==> config.mk <==
export PLATFORM = sky130hd
export DESIGN_NAME = seg_display_mux
export DESIGN_NICKNAME = d
export VERILOG_FILES = /design/src/rtl/seg_display_mux_pkg.sv /design/src/rtl/seg_display_mux_decoder.sv /design/src/rtl/seg_display_mux.sv
export SDC_FILE = /design/constraint.sdc
export NUM_CORES = 1
export LEC_CHECK = 0
export ABC_AREA = 1
export BUFFER_PORTS_ARGS = -buffer_cell sky130_fd_sc_hd__buf_2
export CAP_MARGIN = 20
export CORE_MARGIN = 2
export CORE_UTILIZATION = 50
export DETAILED_ROUTE_END_ITERATION = 8
export MAX_ROUTING_LAYER = met4
export PLACE_DENSITY = 0.7
export SYNTH_ARGS = -nofsm -noshare
export SYNTH_HDL_FRONTEND = slang
export SYNTH_HIERARCHICAL = 1
export SYNTH_SLANG_ARGS = --single-unit
==> constraint.sdc <==
create_clock -name clk -period 3.45 [get_ports clk]
set_clock_uncertainty 0.15 [all_clocks]
set_input_delay 0.69 -clock clk [delete_from_list [all_inputs] [get_ports clk]]
set_output_delay 0.69 -clock clk [all_outputs]
set_load 0.01 [all_outputs]
==> src/rtl/seg_display_mux_pkg.sv <==
`default_nettype none
// ============================================================================
// Module      : seg_pkg
// Description : Shared types, segment patterns and helpers for the
//               multiplexed seven-segment display driver.
// Revision    : 1.0 - initial release
// ============================================================================
package seg_pkg;

    // Active-low segment vector ordered {g,f,e,d,c,b,a}
    typedef logic [6:0] seg_t;

    // Per-digit display code: hex nibble values plus two special glyphs
    typedef enum logic [4:0] {
        HEX0  = 5'd0,  HEX1 = 5'd1,  HEX2 = 5'd2,  HEX3 = 5'd3,
        HEX4  = 5'd4,  HEX5 = 5'd5,  HEX6 = 5'd6,  HEX7 = 5'd7,
        HEX8  = 5'd8,  HEX9 = 5'd9,  HEXA = 5'd10, HEXB = 5'd11,
        HEXC  = 5'd12, HEXD = 5'd13, HEXE = 5'd14, HEXF = 5'd15,
        BLANK = 5'd16,
        DASH  = 5'd17
    } digit_t;

    localparam seg_t c_seg_0     = 7'b1000000;
    localparam seg_t c_seg_1     = 7'b1111001;
    localparam seg_t c_seg_2     = 7'b0100100;
    localparam seg_t c_seg_3     = 7'b0110000;
    localparam seg_t c_seg_4     = 7'b0011001;
    localparam seg_t c_seg_5     = 7'b0010010;
    localparam seg_t c_seg_6     = 7'b0000010;
    localparam seg_t c_seg_7     = 7'b1111000;
    localparam seg_t c_seg_8     = 7'b0000000;
    localparam seg_t c_seg_9     = 7'b0010000;
    localparam seg_t c_seg_a     = 7'b0001000;
    localparam seg_t c_seg_b     = 7'b0000011;
    localparam seg_t c_seg_c     = 7'b1000110;
    localparam seg_t c_seg_d     = 7'b0100001;
    localparam seg_t c_seg_e     = 7'b0000110;
    localparam seg_t c_seg_f     = 7'b0001110;
    localparam seg_t c_seg_blank = 7'b1111111;
    localparam seg_t c_seg_dash  = 7'b0111111;

    // 10^n, used to derive the largest decimal value that fits the digit bank
    function automatic logic [63:0] pow10(input int n);
        logic [63:0] p;
        p = 64'd1;
        for (int i = 0; i < n; i++) begin
            p = p * 64'd10;
        end
        return p;
    endfunction

endpackage
`default_nettype wire

==> src/rtl/seg_display_mux_decoder.sv <==
`default_nettype none
// ============================================================================
// Module      : seg_hex_decoder
// Description : Combinational digit-code to active-low segment decoder.
// Revision    : 1.0 - initial release
// ============================================================================
module seg_hex_decoder
    import seg_pkg::*;
(
    input  digit_t i_code,
    output seg_t   o_seg
);

    // Map each digit code onto its glyph; unknown codes render blank
    always_comb begin
        o_seg = c_seg_blank;
        case (i_code)
            HEX0:    o_seg = c_seg_0;
            HEX1:    o_seg = c_seg_1;
            HEX2:    o_seg = c_seg_2;
            HEX3:    o_seg = c_seg_3;
            HEX4:    o_seg = c_seg_4;
            HEX5:    o_seg = c_seg_5;
            HEX6:    o_seg = c_seg_6;
            HEX7:    o_seg = c_seg_7;
            HEX8:    o_seg = c_seg_8;
            HEX9:    o_seg = c_seg_9;
            HEXA:    o_seg = c_seg_a;
            HEXB:    o_seg = c_seg_b;
            HEXC:    o_seg = c_seg_c;
            HEXD:    o_seg = c_seg_d;
            HEXE:    o_seg = c_seg_e;
            HEXF:    o_seg = c_seg_f;
            DASH:    o_seg = c_seg_dash;
            default: o_seg = c_seg_blank;
        endcase
    end

endmodule
`default_nettype wire

==> src/rtl/seg_display_mux.sv <==
`default_nettype none
// ============================================================================
// Module      : seg_display_mux
// Description : Time-multiplexed seven-segment driver. Converts a loaded
//               binary word to decimal (shift-add-3) or hex digits, handles
//               leading-zero blanking and overflow, and scans the digit bank.
// Revision    : 1.0 - initial release
// ============================================================================
module seg_display_mux
    import seg_pkg::*;
#(
    parameter int WIDTH    = 16,
    parameter int DIGITS   = 4,
    parameter int SCAN_DIV = 50000
) (
    input  logic              clk,
    input  logic              reset,
    input  logic [WIDTH-1:0]  value,
    input  logic              load,
    input  logic              hex_mode,
    input  logic              blank_lz,
    output logic              busy,
    output logic              ovf,
    output seg_t              seg,
    output logic [DIGITS-1:0] an
);

    localparam int c_bcd_w  = 4 * DIGITS;
    localparam int c_idx_w  = (DIGITS > 1) ? $clog2(DIGITS) : 1;
    localparam int c_pre_w  = $clog2(SCAN_DIV);
    localparam int c_cnt_w  = (WIDTH > 1) ? $clog2(WIDTH) : 1;

    localparam logic [63:0]        c_dec_limit = pow10(DIGITS);
    localparam logic [c_cnt_w-1:0] c_cnt_last  = c_cnt_w'(WIDTH - 1);
    localparam logic [c_pre_w-1:0] c_pre_last  = c_pre_w'(SCAN_DIV - 1);
    localparam logic [c_idx_w-1:0] c_idx_last  = c_idx_w'(DIGITS - 1);
    localparam logic [DIGITS-1:0]  c_an_reset  = ~DIGITS'(1);

    typedef enum logic [0:0] {
        ST_IDLE = 1'b0,
        ST_CONV = 1'b1
    } state_t;

    state_t                   r_state;
    logic                     r_busy;
    logic                     r_ovf;
    logic [WIDTH-1:0]         r_value;
    logic [WIDTH-1:0]         r_shift;
    logic [c_bcd_w-1:0]       r_bcd;
    logic [c_cnt_w-1:0]       r_cnt;
    logic                     r_hex;
    logic                     r_blz;
    logic [DIGITS-1:0][4:0]   r_disp;
    logic [c_pre_w-1:0]       r_presc;
    logic [c_idx_w-1:0]       r_idx;
    seg_t                     r_seg;
    logic [DIGITS-1:0]        r_an;

    logic [c_bcd_w-1:0]       w_bcd_next;
    logic [3:0]               w_nib;
    logic [c_bcd_w-1:0]       w_hex_src;
    logic                     w_hex_ovf;
    logic                     w_dec_ovf;
    logic                     w_ovf;
    logic                     w_run;
    digit_t                   w_code;
    logic [DIGITS-1:0][4:0]   w_disp_next;
    digit_t                   w_sel;
    seg_t                     w_seg_dec;
    logic [DIGITS-1:0]        w_an_next;

    // Hex source nibbles: zero-pad or truncate the latched value to the bank,
    // bits beyond the bank feed the hex overflow flag
    generate
        if (c_bcd_w > WIDTH) begin : g_hex_pad
            assign w_hex_src = {{(c_bcd_w - WIDTH){1'b0}}, r_value};
            assign w_hex_ovf = 1'b0;
        end else if (c_bcd_w == WIDTH) begin : g_hex_exact
            assign w_hex_src = r_value;
            assign w_hex_ovf = 1'b0;
        end else begin : g_hex_trunc
            assign w_hex_src = r_value[c_bcd_w-1:0];
            assign w_hex_ovf = |r_value[WIDTH-1:c_bcd_w];
        end
    endgenerate

    assign w_dec_ovf = (64'(r_value) >= c_dec_limit);
    assign w_ovf     = r_hex ? w_hex_ovf : w_dec_ovf;

    // One shift-add-3 step: correct every BCD nibble >= 5, then shift left
    // pulling in the next binary MSB; the top nibble's carry is discarded
    always_comb begin
        w_bcd_next    = '0;
        w_nib         = '0;
        w_bcd_next[0] = r_shift[WIDTH-1];
        for (int d = 0; d < DIGITS; d++) begin
            w_nib = r_bcd[4*d +: 4];
            if (w_nib >= 4'd5) begin
                w_nib = w_nib + 4'd3;
            end
            w_bcd_next[4*d+1 +: 3] = w_nib[2:0];
            if (d != DIGITS - 1) begin
                w_bcd_next[4*d+4] = w_nib[3];
            end
        end
    end

    // Digit codes to commit at the end of conversion: blank leading zeros
    // from the top down (digit 0 always shown), dashes override on overflow
    always_comb begin
        w_disp_next = {DIGITS{BLANK}};
        w_run       = r_blz;
        w_code      = BLANK;
        for (int d = DIGITS - 1; d >= 0; d--) begin
            if (r_hex) begin
                w_code = digit_t'({1'b0, w_hex_src[4*d +: 4]});
            end else begin
                w_code = digit_t'({1'b0, w_bcd_next[4*d +: 4]});
            end
            if (w_run && (d != 0) && (w_code == HEX0)) begin
                w_code = BLANK;
            end else begin
                w_run = 1'b0;
            end
            if (w_ovf) begin
                w_code = DASH;
            end
            w_disp_next[d] = w_code;
        end
    end

    // Conversion FSM: latch on load, iterate, then commit display and ovf at once
    always_ff @(posedge clk or posedge reset) begin
        if (reset) begin
            r_state <= ST_IDLE;
            r_busy  <= 1'b0;
            r_ovf   <= 1'b0;
            r_value <= '0;
            r_shift <= '0;
            r_bcd   <= '0;
            r_cnt   <= '0;
            r_hex   <= 1'b0;
            r_blz   <= 1'b0;
            r_disp  <= {DIGITS{BLANK}};
        end else begin
            case (r_state)
                ST_IDLE: begin
                    if (load) begin
                        r_value <= value;
                        r_shift <= value;
                        r_bcd   <= '0;
                        r_cnt   <= '0;
                        r_hex   <= hex_mode;
                        r_blz   <= blank_lz;
                        r_busy  <= 1'b1;
                        r_state <= ST_CONV;
                    end
                end
                ST_CONV: begin
                    if (r_hex || (r_cnt == c_cnt_last)) begin
                        r_disp  <= w_disp_next;
                        r_ovf   <= w_ovf;
                        r_busy  <= 1'b0;
                        r_state <= ST_IDLE;
                    end else begin
                        r_bcd   <= w_bcd_next;
                        r_shift <= r_shift << 1;
                        r_cnt   <= r_cnt + c_cnt_w'(1);
                    end
                end
                default: begin
                    r_busy  <= 1'b0;
                    r_state <= ST_IDLE;
                end
            endcase
        end
    end

    // Refresh prescaler and scan index; index advances on prescaler terminal count
    always_ff @(posedge clk or posedge reset) begin
        if (reset) begin
            r_presc <= '0;
            r_idx   <= '0;
        end else if (r_presc == c_pre_last) begin
            r_presc <= '0;
            r_idx   <= (r_idx == c_idx_last) ? '0 : r_idx + c_idx_w'(1);
        end else begin
            r_presc <= r_presc + c_pre_w'(1);
        end
    end

    assign w_sel = digit_t'(r_disp[r_idx]);

    seg_hex_decoder u_decoder (
        .i_code (w_sel),
        .o_seg  (w_seg_dec)
    );

    // One-hot-low enable for the currently selected digit
    always_comb begin
        w_an_next        = '1;
        w_an_next[r_idx] = 1'b0;
    end

    // Register seg/an together so digit changes never glitch
    always_ff @(posedge clk or posedge reset) begin
        if (reset) begin
            r_seg <= c_seg_blank;
            r_an  <= c_an_reset;
        end else begin
            r_seg <= w_seg_dec;
            r_an  <= w_an_next;
        end
    end

    assign busy = r_busy;
    assign ovf  = r_ovf;
    assign seg  = r_seg;
    assign an   = r_an;

endmodule
`default_nettype wire

* Word-level counts from Yosys, hierarchy flattened
Memory sizes are Yosys's and may differ from the RTL's. A register that Yosys moved wholly into a read port is not among the register bits.
Index checks and enable logic that the tools add are counted.
Widths: inputs -> output; s select.
** Operators by class
- Equal/unequal tests :: 6
- Shift-type cells :: 0
- Bitwise logic cells :: 2
- Reductions and logical operators :: 12
- Divide/modulo/power cells :: 0
- Multipliers :: 0
- $lt $le $gt $ge :: 7
- Add/subtract/negate cells :: 7
- Multiplexer cells :: 39
** Operators by type and width (count)
- $mux 16 :: 5
- $pmux 16 s2 :: 2
- $mux 5 :: 8
- $mux 4 :: 9
- $add 16x1->16 const B :: 1
- $eq 16x16->1 const B :: 1
- $ge 16x14->1 const B :: 1
- $ge 4x3->1 const B :: 4
- $logic_not 5->1 :: 3
- $add 4x2->4 const B :: 3
- $bmux 5 s2 :: 1
- $mux 1 :: 8
- $pmux 4 s2 :: 1
- $reduce_and 2->1 :: 4
- $add 4x1->4 const B :: 1
- $eq 4x4->1 const B :: 1
- $logic_and 1x1->1 :: 4
- $ne 2x2->1 const B :: 2
- $not 4->4 :: 1
- $pmux 1 s2 :: 2
- $add 3x2->3 const B :: 1
- $lt 2x3->1 const B :: 1
- $mux 3 :: 1
- $add 2x1->2 const B :: 1
- 7 further kinds :: 7
** Word-level totals
- Output and inout port bits :: 13
- Memory bits (writable) :: 0
- Memories :: 1
- Latch bits :: 0
- Register bits :: 99
- Bits in read-only memories :: 224
- Word-level logic and storage cells :: 90
** Memory list
- (no name shown) :: depth 32, bits a word 7, read ports 1, clocked after Yosys merged registers in 1, wr ports 0, RTL line seg_display_mux_decoder.sv:17 : case (i_code)

* Longest topological paths before layout
Gate-level depths: netlist of the first run.
- Depth after elaboration :: 11
- Gate-level depth with buffers :: 12

* Hierarchy
Netlist of the first run, hierarchy kept.
** Modules (own cells, without submodules)
- seg_display_mux :: times used 1, area each 5251.3 um^2, cells each 635
- seg_hex_decoder :: times used 1, area each 310.3 um^2, cells each 54

* Worst setup path after synthesis of the first run
No wires, ideal clock.
- Path type :: register to register
- Start :: register r_idx[0]
- End :: register r_seg[3], in the netlist seg[3]
- Stages on the path, launching flop included :: 10
- Arrival time :: 1.809 ns
- Required time :: 3.235 ns
- Setup time :: 0.065 ns
- Clock period less this slack :: 2.024 ns
- Path buffers :: 1
- Slack :: 1.426 ns
- Path through :: dfrtp_1 -> inv_1 -> clkbuf_1 -> nor2_1 -> o22ai_1 -> inv_1 -> ha_1 -> nand2_1 -> nand3_1 -> nand3_1
** Between the ends
- Word-level cells in the longest chain between the ends :: 2
** RTL lines
- from (decl) :: RTL line seg_display_mux.sv:55 : logic [c_idx_w-1:0] r_idx;
- from (signal assigned) :: RTL line seg_display_mux.sv:186 : r_idx <= (r_idx == c_idx_last) ? '0 : r_idx + c_idx_w'(1);
- $bmux 5 s2 :: RTL line seg_display_mux.sv:192 : assign w_sel = digit_t'(r_disp[r_idx]);
- $mux 5 (not written as such) :: RTL line seg_display_mux.sv:192
- via w_sel[0] :: RTL line seg_display_mux.sv:68 : digit_t w_sel;
- to (decl) :: RTL line seg_display_mux.sv:56 : seg_t r_seg;
The timed path passes the listed nets, and every way through them passes these cells. The select of a mux whose other input is x is not followed.
A chain may end at the register's enable or synchronous reset.

* Worst setup path in the final report of the first run
Same ends and word-level chain as after synthesis.

==> impl_metrics.json, run 1 <==
{
  "cap_violations": 0,
  "dieArea_mm2": 0.01198,
  "p_clk_share_pct": 15.7,
  "antenna_cells": 0,
  "wl_um": 11420,
  "clk_pin_slew_ps": 90,
  "grt_pass1_vias": 4406,
  "place_hpwl_um": 8299,
  "grt_max_degree": 107,
  "htree_levels": 3,
  "r2r_start": "r_idx[0]",
  "yosysWarnings": 6,
  "syn-cell-area_mm2": 0.005562,
  "dr_total_vias": 4531,
  "syn_inst": 689,
  "hold_viol": 0,
  "slew_violations": 0,
  "critPathArrivalTime_ps": 2640,
  "nets": 753,
  "cts_made_buffers": 9,
  "worst_pin_slew_ps": 824.8,
  "clockBufferDepth": 2,
  "yosysTopAreaCell": "dfrtp_1",
  "syn_nets": 731,
  "drt-pass1-iter-count": 6,
  "postCtsHoldBufs": 0,
  "rsz0062_at_grt": "false",
  "cp_max_fo": 14,
  "vdd_drop_max_v": 0.0004791,
  "synth_top_area_share_pct": 41.39,
  "std_cell_rows": 38,
  "synth_cell_types": 37,
  "finalSetupViolCount": 0,
  "antenna_found_initial": 0,
  "rr_worst_depth": 8,
  "drive_gt1_share_pct": 12.43,
  "grt.busiest_layer": "met2",
  "avgSynthCellArea_um2": 8.072,
  "use_met3_pct": 3.972,
  "syn_to_final_growth_pct": 7.694,
  "post_cts_buffers": 0,
  "grt_pass1_wl_um": 19680,
  "drtIter0Drc": 314,
  "status": "complete, no violations",
  "clockRootBuffer": "clkbuf_8",
  "core_mm2": 0.01084,
  "p_int_mw": 2.811,
  "stdcell_count": 856,
  "vias_per_cell": 5.293,
  "period_needed_ps": 2483,
  "path_class": "reg -> reg",
  "place.gp.congestion": 0.9011,
  "io_pins": 34,
  "wl_per_cell_um": 13.34,
  "ys_ff_latch": 106,
  "power.static_leakage_nw": 2.992,
  "io_buffers": 33,
  "synth_area_leaders": "dfrtp_1 41%, nand2_1 14%, dfstp_2 6.6%",
  "clk_latency_ps": 380,
  "required_ps": 3600,
  "die_y_um": 109.5,
  "fp.dieW_um": 109.5,
  "total_power_mw": 4.914,
  "tns_ps": 0,
  "setup.worst_path.start_class": "flop",
  "cts_resized": 0,
  "cts_sinks": 106,
  "grt_use_met1_pct": 27.22,
  "tritoncts": "done",
  "start_util_pct": 51.30,
  "met2_usage_pct": 34.39,
  "p_switching_mw": 2.104,
  "ant_nets": 0,
  "ys_seq_area_share_pct": 48.01,
  "power_density_mw_per_mm2": 820.5,
  "place_inst": 840,
  "track_usage_pct": 21.38,
  "switching_share_pct": 42.81,
  "p_comb_share_pct": 43.0,
  "crit_path_end_kind": "flop",
  "fmax_ghz": 0.4027,
  "slew_headroom_pct": 45.01,
  "fin_crit_sh_pct": 71.97,
  "sequentialPowerShare_pct": 41.2,
  "drcViolationCount": 0,
  "hold_path.class": "in -> async",
  "grt_overflow": 0,
  "startpoint": "r_idx[0]"
}
-- area by class of cell --
type,instances,area [um2]
fill,1018,4851
sequential,106,2670
multi-input combinational,482,2461
inverter,77,295.3
timing repair buffer,35,192.7
tap,140,175.2
clock buffer,12,145.1
clock inverter,4,50.05
-- per-layer routing --
metal,vias up,share of wire [%]
li1,2268,-
met1,2138,47
met2,101,48
met3,24,3.7
met4,0,1.9
met5,-,0
-- through the flow --
step	instance area (um2)	setup WS, ps	utilization (%)	hold slack, ps
final	5989	967.0	55.25	298.0
after global placement	5794	1145	53.45	297.1
after detailed placement	5794	1051	53.45	311.1
after CTS	5989	1020	55.25	324.3
after floorplan	5565	1348	-	282.9
after global routing	5989	666.3	55.25	351.0
-- registers in the layout, indices dropped and copies added (netlist names), 4 cells and up --
register / count
seg: 7
r_shift: 16
r_cnt: 4
r_bcd: 16
an: 4
r_presc: 16
r_disp: 20
r_value: 16
-- power groups by stage --
stage	clock network [mW]	registers [mW]	logic [mW]
6_report	0.773	2.03	2.12
5_1_grt	0.839	2.08	2.43
4_1_cts	0.787	2.03	2.11
3_5_place_dp	0	2.05	2.10
3_3_place_gp	0	2.04	2.04
2_1_floorplan	0	1.95	1.74
-- worst max-delay path, stage by stage (launching register included) --
cell     delay, ps
dfrtp_1        510
inv_1          350
o21ai_0        130
o22ai_1        630
inv_1          290
nand2_1        170
nand2_1         60
nand2_1         60
nand3_1         70
-- final timing paths --
check	endpoint	slack, ps
max in group asynchronous	r_disp[4]	2420
worst max register to register	seg[3]	970
min in group clk	r_presc[0]	320
worst min register to register	r_presc[0]	320
worst max-delay path	seg[3]	970
worst min-delay path	r_presc[8]	300
-- Yosys cell counts --
library cell,instances
xor2_1,6
or2_0,1
inv_4,1
clkbuf_1,6
nor3_2,1
nand2_4,4
nand2_1,209
nor3_1,5
xnor2_1,4
buf_4,3
a21oi_1,2
nor2_1,53
a21oi_2,1
and2_1,7
buf_6,3
ha_1,21
buf_2,12
a31oi_1,14
nand3_1,51
nor3b_1,1
nor2_2,4
nand2_2,4
dfrtp_1,92
dfstp_2,14
nor2_4,1
nor4_1,2
o211ai_1,2
nor3_4,1
o22ai_1,21
inv_2,6
nand3b_1,8
inv_1,70
nor4_2,1
mux2i_1,1
o211ai_2,1
nand4_1,13
o21ai_0,43
-- cells in the final DEF (no fill, tap or decap), types with 4 or more instances in the layout --
master / n
a31oi_1: 14
and2_1: 7
buf_2: 33
clkbuf_8: 10
dfrtp_1: 92
dfstp_2: 14
ha_1: 21
inv_1: 69
inv_2: 6
nand2_1: 209
nand2_2: 4
nand2_4: 4
nand3_1: 51
nand3b_1: 8
nand4_1: 13
nor2_1: 53
nor2_2: 4
nor3_1: 5
o21ai_0: 43
o22ai_1: 21
xnor2_1: 4
xor2_1: 6
-- cell families after synthesis --
kind of cell               Yosys count  share of synthesized area [%]
DFF                                106                          48.01
xor gates and xnor gates            10                          1.575
adders and majority gates           21                          4.724
muxes                                1                         0.1800
AOI/OAI and AO/OA                   84                          8.639
and+or+nand+nor                    366                          29.13
buffers and inverters              101                          7.739
Power figures use the tool's default switching activity.
==> run 2: changes to the inputs <==
--- a/config.mk
+++ b/config.mk
@@ -5,14 +5,14 @@
 export SDC_FILE = /design/constraint.sdc
 export NUM_CORES = 1
 export LEC_CHECK = 0
-export ABC_AREA = 1
+export ABC_AREA = 0
 export BUFFER_PORTS_ARGS = -buffer_cell sky130_fd_sc_hd__buf_2
 export CAP_MARGIN = 20
 export CORE_MARGIN = 2
 export CORE_UTILIZATION = 50
 export DETAILED_ROUTE_END_ITERATION = 8
 export MAX_ROUTING_LAYER = met4
-export PLACE_DENSITY = 0.7
+export PLACE_DENSITY = 0.68
 export SYNTH_ARGS = -nofsm -noshare
 export SYNTH_HDL_FRONTEND = slang
 export SYNTH_HIERARCHICAL = 1
==> constraint.sdc (replaced) <==
create_clock -name clk -period 2.33 [get_ports clk]
set_clock_uncertainty 0.15 [all_clocks]
set_input_delay 0.466 -clock clk [delete_from_list [all_inputs] [get_ports clk]]
set_output_delay 0.466 -clock clk [all_outputs]
set_load 0.01 [all_outputs]
==> impl_metrics.json, run 2 <==
{
  "status": "finished with violations",
  "violations": "negative setup slack",
  "dieArea_mm2": 0.01134,
  "fmax_ghz": 0.3896,
  "cts_sinks": 106,
  "worst_pin_slew_ps": 550.6,
  "clockBufferDepth": 2,
  "ys_seq_area_share_pct": 50.85,
  "nets": 635,
  "yosysTopAreaCell": "dfrtp_1",
  "drtIter0Drc": 256,
  "wl_per_cell_um": 14.53,
  "fp.dieW_um": 106.5,
  "synth_edf_count": 0,
  "clk_pin_slew_ps": 100,
  "drt-pass1-iter-count": 5,
  "cap_violations": 0,
  "max_stage_delay_ps": 510,
  "synth_cell_types": 53,
  "cp_common_cell": "or4_4",
  "largest_register_ffs": 20,
  "clockRootBuffer": "clkbuf_8",
  "synth_xor_area_share_pct": 3.002,
  "io_pins": 34,
  "preCtsSetupSlack_ps": -255.1,
  "antenna_cells": 0,
  "grt_pass1_wl_um": 18320,
  "postSynth.asyncResetShare_pct": 100.0,
  "crit_slowest_cell": "or4_4",
  "ys_ff_latch": 106,
  "postCtsHoldBufs": 0,
  "rr_worst_depth": 7,
  "grt_max_degree": 107,
  "required_ps": 2450,
  "grt_overflow": 0,
  "hold_viol": 0,
  "place.gp.congestion": 0.8612,
  "timing.final.ws_setup_ps": -236.7,
  "drcViolationCount": 0,
  "place_hpwl_um": 7555,
  "crit_path_end_kind": "flop",
  "synthAdderAreaFrac_pct": 5.004,
  "critPathArrivalTime_ps": 2690,
  "power_density_mw_per_mm2": 1244,
  "reg2reg_to": "r_disp[9]",
  "start_util_pct": 51.10,
  "r2r_start": "r_bcd[8]",
  "syn-cell-area_mm2": 0.005251,
  "io_buffers": 33,
  "cts_made_buffers": 9,
  "rrSetupSlack_ps": -240,
  "cp_max_fo": 3,
  "syn_inst": 538,
  "clk_latency_ps": 370,
  "vdd_drop_max_v": 0.0007860,
  "synth.area.mux_share_pct": 6.576,
  "power.static_leakage_nw": 2.746,
  "period_needed_ps": 2567,
  "synth_common_cells": "101 x nand2_1, 92 x dfrtp_1, 56 x o21ai_0, 32 x nor2_1, 25 x inv_1",
  "synth_ff_type": "dfrtp_1",
  "slew_violations": 0,
  "final_cell_mix": "100 x nand2_1, 91 x dfrtp_1, 56 x o21ai_0, 36 x buf_4, 33 x buf_2",
  "core_mm2": 0.01028,
  "setup.worst_path.start_class": "flop",
  "top_register": "r_disp",
  "synth.most_common_cell": "nand2_1",
  "path_cells": "ha_2, nand2b_4, nor3b_4, o31a_1, or4_4, or4_4, o41ai_2",
  "finalSetupViolCount": 2,
  "hold_path.class": "in -> async",
  "synth_compound_area_share_pct": 13.44,
  "ant_nets": 0,
  "synth_top_area_share_pct": 43.84,
  "final_common_cell": "nand2_1",
  "track_usage_pct": 20.75,
  "htree_levels": 3,
  "fin_crit_sh_pct": 110.2,
  "antenna_found_initial": 0,
  "whs_ps": 91.54,
  "rsz0062_at_grt": "true",
  "synth_area_leaders": "dfrtp_1 44%, nand2_1 7.2%, dfstp_2 7.0%",
  "slew_headroom_pct": 63.30,
  "die_y_um": 106.5,
  "grt_pass1_vias": 3865,
  "syn_nets": 580,
  "vias_per_cell": 5.358,
  "synth_top_family_by_area": "simple AND/OR/NAND/NOR gates",
  "wl_um": 10670,
  "syn_to_final_growth_pct": 15.25,
  "std_cell_rows": 37,
  "drive_gt1_share_pct": 22.41,
  "yosys.area_share.simple_pct": 17.20,
  "yosysWarnings": 6,
  "path_class": "reg -> reg",
  "avgSynthCellArea_um2": 9.761,
  "tritoncts": "done",
  "dr_total_vias": 3933
}
==> run 2: cell types whose count changed after synthesis, moves of 15 or more <==
cell,change
nand3_1,-28
nor2_1,-21
mux2i_1,+20
nand2_1,-108
inv_1,-45
a21oi_1,+17
o22ai_1,-20
clkbuf_1,+15
==> run 2: routing by layer <==
layer / vias to the layer above / track usage (%) / share of wire [%]
met1: 1900 / 28.93 / 48
met2: 70 / 31.41 / 47
li1: 1950 / - / -
met3: 13 / 3.495 / 3.0
met5: - / - / 0
met4: 0 / 6.401 / 1.4
==> run 2: worst max-delay path: cells and delay by family, from the launching register on <==
family	cells	cell delay [ps]
DFF	1	420
and+or+nand+nor	4	1230
adders and majority gates	1	200
AOI/OAI and AO/OA	2	470
==> run 2: layout make-up <==
cell class | count | area, um2
fillers | 891 | 4225
flip-flops and latches | 106 | 2671
multi-input cells | 380 | 2449
repair buffers | 71 | 475.5
well taps | 136 | 170.2
clock buffers | 10 | 137.6
inverters | 25 | 97.59
clock inverters | 6 | 51.30
==> run 2: cell families (layout without fill, tap and decap cells) <==
logic type | Yosys count | count (layout)
simple gates | 198 | 198
compound gates | 115 | 115
flops | 106 | 106
buf+inv | 52 | 112
mux | 28 | 28
fa+ha+maj | 21 | 21
xor+xnor | 18 | 18
==> run 2: power by group <==
| part | switching, mW | internal [mW] | leakage [nW] | total (mW) |
|---|---|---|---|---|
| combinational | 1.89 | 1.53 | 1.32 | 3.42 |
| sequential | 0.481 | 2.55 | 1.33 | 3.03 |
| clock | 0.654 | 0.430 | 0.0931 | 1.08 |
| total | 3.02 | 4.51 | 2.75 | 7.53 |
==> run 2: metrics by stage <==
step                      total power [mW]  util [%]  TNS [ps]  std cells  instance area, um2
after floorplan                      5.263         -    -187.0        538                5285
after global placement               6.189     56.27    -164.5        713                5783
after detailed placement             6.332     56.27    -331.7        713                5783
after CTS                            7.527     58.58    -271.0        732                6021
after global routing                 8.149     58.89    -583.2        734                6052
final                                7.529     58.89    -407.9        734                6052
==> run 2: what timing repair did <==
| item | 4_1_cts | 5_1_grt |
|---|---|---|
| buffers inserted | 3 | 2 |
| setup endpoints to repair | 2 | 4 |
| pin swaps | 2 | 0 |
| resized for setup | 4 | 6 |
==> run 2: how the worst max path moves through the flow <==
stage	end	startpoint	cells after the start	slack (ps)
final	r_disp[9]	r_bcd[8]	7	-240
after CTS	r_disp[9]	r_bcd[8]	7	-230
after detailed placement	r_disp[9]	r_bcd[12]	7	-260
after floorplan	r_disp[9]	r_bcd[9]	8	-170
after global routing	r_disp[9]	r_bcd[8]	7	-340
after global placement	r_disp[9]	r_bcd[8]	7	-160
==> run 3: changes to the inputs <==
--- a/config.mk
+++ b/config.mk
@@ -5,11 +5,12 @@
 export SDC_FILE = /design/constraint.sdc
 export NUM_CORES = 1
 export LEC_CHECK = 0
-export ABC_AREA = 0
+export ABC_AREA = 1
 export BUFFER_PORTS_ARGS = -buffer_cell sky130_fd_sc_hd__buf_2
 export CAP_MARGIN = 20
 export CORE_MARGIN = 2
 export CORE_UTILIZATION = 50
+export CTS_CLUSTER_DIAMETER = 200
 export DETAILED_ROUTE_END_ITERATION = 8
 export MAX_ROUTING_LAYER = met4
 export PLACE_DENSITY = 0.68
==> impl_metrics.json, run 3 (synthesis results as in run 1) <==
{
  "preCtsSetupSlack_ps": 132.2,
  "clk_latency_ps": 380,
  "path_class": "reg -> reg",
  "fp.dieW_um": 109.5,
  "fin_area_mm2": 0.006120,
  "grt_pass1_wl_um": 19770,
  "drcViolationCount": 0,
  "critPathBufInv": 3,
  "setup.worst_path.start_class": "flop",
  "cts_sinks": 106,
  "drt-pass1-iter-count": 5,
  "track_usage_pct": 21.43,
  "dr_total_vias": 4559,
  "fillers": 991,
  "power.static_leakage_nw": 3.056,
  "wl_per_cell_um": 13.30,
  "clockBufferDepth": 2,
  "grt_overflow": 0,
  "status": "complete, no violations",
  "drive_gt1_share_pct": 13.93,
  "fmax_ghz": 0.4857,
  "slew_violations": 0,
  "path_cells": "inv_1, o21ai_0, o22ai_1, inv_1, ha_1, inv_1, nand2_1, nand3_1, nand3_1",
  "wl_um": 11500,
  "multi_input_area_mm2": 0.002467,
  "postCtsHoldBufs": 0,
  "worst_pin_slew_ps": 575.7,
  "required_ps": 2490,
  "htree_levels": 3,
  "finalSetupViolCount": 0,
  "grt_pass1_vias": 4330,
  "final_common_cell": "nand2_1",
  "hold_path.class": "in -> async",
  "period_needed_ps": 2059,
  "rsz0062_at_grt": "false",
  "post_cts_buffers": 0,
  "final_cell_mix": "209 x nand2_1, 92 x dfrtp_1, 69 x inv_1, 53 x nor2_1, 51 x nand3_1",
  "tritoncts": "done",
  "nets": 762,
  "cts_resized": 0,
  "antenna_found_initial": 0,
  "top_register": "r_disp",
  "core_mm2": 0.01084,
  "std_cell_rows": 38,
  "cpLargestDelayFamily": "buffers and inverters",
  "io_pins": 34,
  "ant_nets": 0,
  "grt_max_degree": 107,
  "critPathArrivalTime_ps": 2210,
  "stdcell_count": 865,
  "start_util_pct": 51.30,
  "timing.final.ws_setup_ps": 271.0,
  "syn_to_final_growth_pct": 10.03,
  "cts_made_buffers": 9,
  "post_dp_cell_area_mm2": 0.005862,
  "power_density_mw_per_mm2": 1238,
  "place_inst": 849,
  "dieArea_mm2": 0.01198,
  "vias_per_cell": 5.271,
  "io_buffers": 33,
  "place.gp.congestion": 0.9002,
  "clockRootBuffer": "clkbuf_8",
  "regArea_mm2": 0.002670,
  "fin_crit_sh_pct": 88.37,
  "cp_common_cell": "inv_1",
  "die_y_um": 109.5,
  "crit_slowest_cell": "dfrtp_1",
  "cp_max_fo": 8,
  "slew_headroom_pct": 61.58,
  "cap_violations": 0,
  "largest_register_ffs": 20,
  "place_hpwl_um": 8291,
  "tns_ps": 0,
  "crit_path_end_kind": "flop",
  "clk_pin_slew_ps": 90,
  "hold_viol": 0,
  "drtIter0Drc": 274,
  "antenna_cells": 0,
  "vdd_drop_max_v": 0.0007806,
  "max_stage_delay_ps": 470
}
-- run 3: cell count changes in the layout (fill, tap and decap cells not counted), moves of 20 or more --
cell	previous run	this run
nand2_1	100	209
inv_1	20	69
nand3_1	23	51
buf_4	36	10
nor2_1	31	53
mux2i_1	21	1
-- run 3: worst paths after layout --
kind                       slack, ps  cells past startpoint           to       start
max in group asynchronous       1520                      3    r_disp[4]       reset
setup reg to reg                 270                      9       seg[0]    r_idx[1]
min in group clk                 140                      3        r_blz    blank_lz
hold / removal                    60                      3  r_presc[10]       reset
setup / recovery                 270                      9       seg[0]    r_idx[1]
hold reg to reg                  320                      1   r_presc[0]  r_presc[0]
-- run 3: per-stage QoR --
stage	util [%]	power, mW	hold slack, ps
floorplan	-	5.454	282.9
global placement	54.07	6.110	297.3
detailed placement	54.07	6.228	309.5
CTS	56.39	7.617	107.9
global route	56.45	8.241	104.7
finish	56.45	7.579	55.27
-- run 3: power breakdown --
part | total (mW) | switching, mW | internal, mW
logic | 3.29 | 2.13 | 1.16
registers | 2.92 | 0.366 | 2.56
clock network | 1.37 | 0.621 | 0.744
-- run 3: layout make-up --
| class | count | share of cell area (%) |
|---|---|---|
| inverters | 77 | 4.825 |
| flip-flops and latches | 106 | 43.63 |
| multi-input cells | 482 | 40.32 |
| clock buffers | 10 | 2.249 |
| well taps | 140 | 2.862 |
| repair buffers | 44 | 4.253 |
| clock inverters | 6 | 1.861 |
-- run 3: metal layers --
layer	track usage (%)	wire (um)	part of all wire, %
met3	4.209	471	4.1
met2	33.82	5374	47
met1	27.52	5406	47
met4	7.957	252	2.2
met5	-	0	0
-- run 3: worst min-delay path: cells and delay by family --
family	cells	cell delay, ps
buf+inv	3	570
